### src/rtl/task5.sv
// Single-round baccarat engine: free-running 1..13 card counter, rising-edge
// step on KEY[0] deals the current counter value into the next hand slot,
// drawing rules decide the third cards, six 7-segment card displays, scores
// and win lights on LEDR.
// Optional macro GAME_RESTART_EN: a step in DONE clears the table and starts
// a new round (counter unaffected). Undefined: DONE holds until reset.

// Card rank to active-low 7-segment pattern (gfedcba); 0 and 14..15 blank.
module task5_seg (
   input  logic [3:0] card_i,
   output logic [6:0] seg_o
);
   // Plain lookup of the rank glyph
   always_comb begin
      seg_o = 7'b1111111;
      case (card_i)
         4'd1:  seg_o = 7'b0001000;
         4'd2:  seg_o = 7'b0100100;
         4'd3:  seg_o = 7'b0110000;
         4'd4:  seg_o = 7'b0011001;
         4'd5:  seg_o = 7'b0010010;
         4'd6:  seg_o = 7'b0000010;
         4'd7:  seg_o = 7'b1111000;
         4'd8:  seg_o = 7'b0000000;
         4'd9:  seg_o = 7'b0010000;
         4'd10: seg_o = 7'b1000000;
         4'd11: seg_o = 7'b1100001;
         4'd12: seg_o = 7'b0011000;
         4'd13: seg_o = 7'b0001001;
         default: seg_o = 7'b1111111;
      endcase
   end
endmodule

module task5 (
   input  logic       CLOCK_50,
   input  logic       reset,
   input  logic [3:0] KEY,
   output logic [9:0] LEDR,
   output logic [6:0] HEX0,
   output logic [6:0] HEX1,
   output logic [6:0] HEX2,
   output logic [6:0] HEX3,
   output logic [6:0] HEX4,
   output logic [6:0] HEX5
);
   // Slots 0..2 are player cards 1..3, slots 3..5 dealer cards 1..3.
   localparam int NUM_SLOTS = 6;

   typedef enum logic [2:0] {PC1, DC1, PC2, DC2, PC3, DC3, DONE} state_t;

   state_t                     state_q, state_d;
   logic [3:0]                 cnt_q, cnt_d;
   logic                       hist_q;
   logic                       step;
   logic [NUM_SLOTS-1:0][3:0]  card_q, card_d;
   logic [NUM_SLOTS-1:0][6:0]  seg;
   logic [3:0]                 pscore, dscore, dscore_dc2, tval;
   logic                       done, pwin, dwin;

   // Baccarat point value: 1..9 face value, 10/J/Q/K and empty count 0
   function automatic logic [3:0] cval(input logic [3:0] c);
      return (c <= 4'd9) ? c : 4'd0;
   endfunction

   // Hand total mod 10
   function automatic logic [3:0] score3(input logic [3:0] a, input logic [3:0] b,
                                         input logic [3:0] c);
      logic [4:0] s, m;
      s = 5'(cval(a)) + 5'(cval(b)) + 5'(cval(c));
      m = s % 5'd10;
      return m[3:0];
   endfunction

   assign step       = KEY[0] & ~hist_q;
   assign cnt_d      = (cnt_q == 4'd13) ? 4'd1 : cnt_q + 4'd1;
   assign pscore     = score3(card_q[0], card_q[1], card_q[2]);
   assign dscore     = score3(card_q[3], card_q[4], card_q[5]);
   // Dealer total including the second dealer card being loaded this edge
   assign dscore_dc2 = score3(card_q[3], cnt_q, 4'd0);
   assign tval       = cval(cnt_q);

   // Registers: counter, key history, cards and game state
   always_ff @(posedge CLOCK_50 or posedge reset) begin
      if (reset) begin
         cnt_q   <= 4'd1;
         hist_q  <= 1'b0;
         card_q  <= '0;
         state_q <= PC1;
      end else begin
         cnt_q   <= cnt_d;
         hist_q  <= KEY[0];
         card_q  <= card_d;
         state_q <= state_d;
      end
   end

   // Next state and card loads; each step deals exactly one card
   always_comb begin
      state_d = state_q;
      card_d  = card_q;
      if (step) begin
         case (state_q)
            PC1: begin card_d[0] = cnt_q; state_d = DC1; end
            DC1: begin card_d[3] = cnt_q; state_d = PC2; end
            PC2: begin card_d[1] = cnt_q; state_d = DC2; end
            DC2: begin
               card_d[4] = cnt_q;
               // Player hand is already complete here; dealer includes new card
               if (pscore >= 4'd8 || dscore_dc2 >= 4'd8) state_d = DONE;
               else if (pscore <= 4'd5)                  state_d = PC3;
               else if (dscore_dc2 <= 4'd5)              state_d = DC3;
               else                                      state_d = DONE;
            end
            PC3: begin
               card_d[2] = cnt_q;
               // Dealer draws on the player's third-card value
               if ((dscore <= 4'd2) ||
                   (dscore == 4'd3 && tval != 4'd8) ||
                   (dscore == 4'd4 && tval >= 4'd2 && tval <= 4'd7) ||
                   (dscore == 4'd5 && tval >= 4'd4 && tval <= 4'd7) ||
                   (dscore == 4'd6 && tval >= 4'd6 && tval <= 4'd7))
                  state_d = DC3;
               else
                  state_d = DONE;
            end
            DC3: begin card_d[5] = cnt_q; state_d = DONE; end
            DONE: begin
`ifdef GAME_RESTART_EN
               card_d  = '0;
               state_d = PC1;
`else
               state_d = DONE;
`endif
            end
            default: state_d = PC1;
         endcase
      end
   end

   assign done = (state_q == DONE);
   assign pwin = done && (pscore >= dscore);
   assign dwin = done && (dscore >= pscore);
   assign LEDR = {dwin, pwin, dscore, pscore};

   for (genvar i = 0; i < NUM_SLOTS; i++) begin : g_seg
      task5_seg u_seg (.card_i(card_q[i]), .seg_o(seg[i]));
   end

   assign HEX0 = seg[0];
   assign HEX1 = seg[1];
   assign HEX2 = seg[2];
   assign HEX3 = seg[3];
   assign HEX4 = seg[4];
   assign HEX5 = seg[5];
endmodule

### config.mk
export PLATFORM = sky130hd
export DESIGN_NAME = task5
export DESIGN_NICKNAME = d
export VERILOG_FILES = /design/src/rtl/task5.sv
export SDC_FILE = /design/constraint.sdc
export NUM_CORES = 1
export LEC_CHECK = 0
export BUFFER_PORTS_ARGS = -buffer_cell sky130_fd_sc_hd__buf_4
export CAP_MARGIN = 20
export CORE_ASPECT_RATIO = 0.5
export CORE_MARGIN = 4
export CORE_UTILIZATION = 35
export DETAILED_ROUTE_END_ITERATION = 6
export SYNTH_ARGS = -nofsm -noshare
export SYNTH_HDL_FRONTEND = slang
export SYNTH_HIERARCHICAL = 1
export SYNTH_SLANG_ARGS = --single-unit
export TNS_END_PERCENT = 1
### constraint.sdc
create_clock -name CLOCK_50 -period 11.5 [get_ports CLOCK_50]
set_clock_uncertainty 0.1 [all_clocks]
set_input_delay 2.3 -clock CLOCK_50 [delete_from_list [all_inputs] [get_ports CLOCK_50]]
set_output_delay 2.3 -clock CLOCK_50 [all_outputs]
set_load 0.05 [all_outputs]
==> flow_summary.ini <==
[finish]
syn_to_final_growth_pct = 14.72
antenna_cells = 0
final_layout_size_suffix_gt1_frac = 0.2054
fillCellCount = 1195
nNetsFinal = 636

[yosys]
yosys.area.top_type_share = 0.1775
synth_most_common_cell = ha_1
ys.flop_type = dfrtp_1
yosys.area.top_type = dfrtp_1
synth_area_um2 = 4370
syn_inst = 516
ys_seq_elements = 32
async_flop_share = 1.000
synth_fp_nets = 593
seq_area_frac_synth = 0.1835
ys_warn_count = 6
avgSynthCellArea_um2 = 8.470
ys_types = 71
synth_common_cells = 60 x ha_1, 53 x inv_1, 46 x nand2_1, 34 x nor2_1, 34 x o21ai_0
yosys-top-cells-area = dfrtp_1 18%, ha_1 17%, mux2_2 5.9%
synth_edf_count = 0

[worst_setup_path]
cp-end-kind = primary output
path_depth = 20
crit_chain = nor2b_1, fa_1, ha_1, fa_1, xor2_2, inv_2, ha_1, o21ai_0, xnor2_1, ha_1, a21o_1, o21ai_0, inv_1, o211ai_1, xnor2_1, ha_1, nor2_1, nor4_1, o31a_1, buf_4
crit_path_top_delay_cell = dfrtp_1
cp_num_buf_inv = 3
crit_top_cell = ha_1
cpPeakStageDelay_ns = 0.71
path_class = reg -> out
ff2ff_path_depth = 18
worstPathArrival_ns = 5.28
cp-start-kind = flop
cp_data_required_time_ns = 9.10
cp_max_fo = 19
crit_family = adder cells

[global_routing]
gr-usage-met1 = 0.1694
grt_pass1_vias = 3509
grt_use_met2 = 0.2293
antenna_found_initial = 0
busiest_layer = met2
grt_usage = 0.1296
grt.overflow.total = 0
grt_pass1_wl_um = 16100
use_met3 = 0.02085
grt_max_degree = 33

[placement]
numPortBuffers = 54
dp_slack_ns = 4.110
dpl.hpwl_um = 7225
routabilityCongestion = 0.8125

[routing]
dr_total_vias = 3676
avgViaCountPerCell = 5.070
drtPass1Iterations = 4
wl_per_cell_um = 12.99
remaining_drc_errors = 0
ant_nets = 0
wl_um = 9419
drtIter0Drc = 122

[clock_tree]
clockBufferDepth = 2
post_cts.repair.setup_buffers = 0
cts-buffers-inserted = 5
hold_buffers = 0
clock_latency_ns = 0.28
cts.sinks = 32
cts_tree = done
cts_resized = 0
path_clk_slew_ns = 0.06
htree_num_levels = 2
clockRootBuffer = clkbuf_16

[timing]
tightest_slew_ns = 0.5852
relSlewSlack = 0.6099
hold_violations = 0
finalWorstSetupSlack_ns = 3.816
slew_viol_final = 0
rsz0062_at_grt = no
hold-worst-slack_ns = 0.4166
fin_tns_setup_ns = 0
period_needed_ns = 7.684
fmax_mhz = 130.1
period_share = 0.6682
setup_viol = 0

[floorplan]
core_um2 = 12020
die-area_um2 = 14450
io_pins = 58
die_w_um = 166.0
initial_core_util = 0.3637
fp-row-count = 28
dieHeight_um = 87.02

[worst_hold_path]
hold_path.class = reg -> reg
hold_path_depth = 1

[run_status]
status = complete, no violations

[run]
drv.max_cap_violation_count = 0
cell type report:
type | count | area, um2 | area share
sequential | 32 | 802.0 | 0.1600
multi-input combinational | 407 | 3201 | 0.6384
inverter | 58 | 224.0 | 0.04467
tap | 165 | 206.4 | 0.04118
clock buffer | 5 | 125.1 | 0.02496
timing repair buffer | 55 | 412.9 | 0.08236
clock inverter | 3 | 42.54 | 0.008485
logic make-up (layout without fill, tap and decap cells):
kind of cell,after synthesis,count (layout),share of synthesized area
xor+xnor,11,11,0.02548
compound gates,142,142,0.2253
mux,36,36,0.09505
simple gates,147,147,0.1643
buf+inv,77,121,0.08417
flops,32,32,0.1835
fa+ha+maj,71,71,0.2222
routing by layer:
layer | part of all wire | up-vias | routed length (um)
met3 | 0.023 | 6 | 218
met1 | 0.51 | 1728 | 4840
met4 | 0.0079 | 0 | 74
met5 | 0 | - | 0
li1 | - | 1901 | -
met2 | 0.46 | 41 | 4286
final timing paths:
path | startpoint | endpoint | slack [ns]
max | card_q[3] | LEDR[9] | 3.82
min | cnt_q[0] | cnt_q[0] | 0.42
min reg2reg | cnt_q[0] | cnt_q[0] | 0.42
max in group asynchronous | reset | cnt_q[0] | 8.96
max reg2reg | card_q[3] | state_q[1] | 6.62
min in group asynchronous | reset | card_q[9] | 2.01
cells in the final DEF, fill, tap and decap left out, drive strengths merged, types with 13 or more instances in the layout:
cell type and instances:
nand3 14, nand2 46, nor2 35, o21ai 42
a21oi 25, dfrtp 31, buf 55, nand2b 13
ha 60, o31ai 13, inv 57, mux2 25
registers in the layout, summed over array words and instances, names as in the netlist:
signal / count
card_q: 24
cnt_q: 4
state_q: 3
hist_q: 1
per-stage QoR:
stage	std cells	area, um2	util
after floorplan	516	4370	-
after global routing	725	5014	0.4172
after global placement	717	4846	0.4033
after CTS	725	5014	0.4172
final	725	5014	0.4172
after detailed placement	717	4846	0.4033
Power is not shown: default switching activity piles up to over one toggle a cycle in this logic, so the estimate is an artifact.
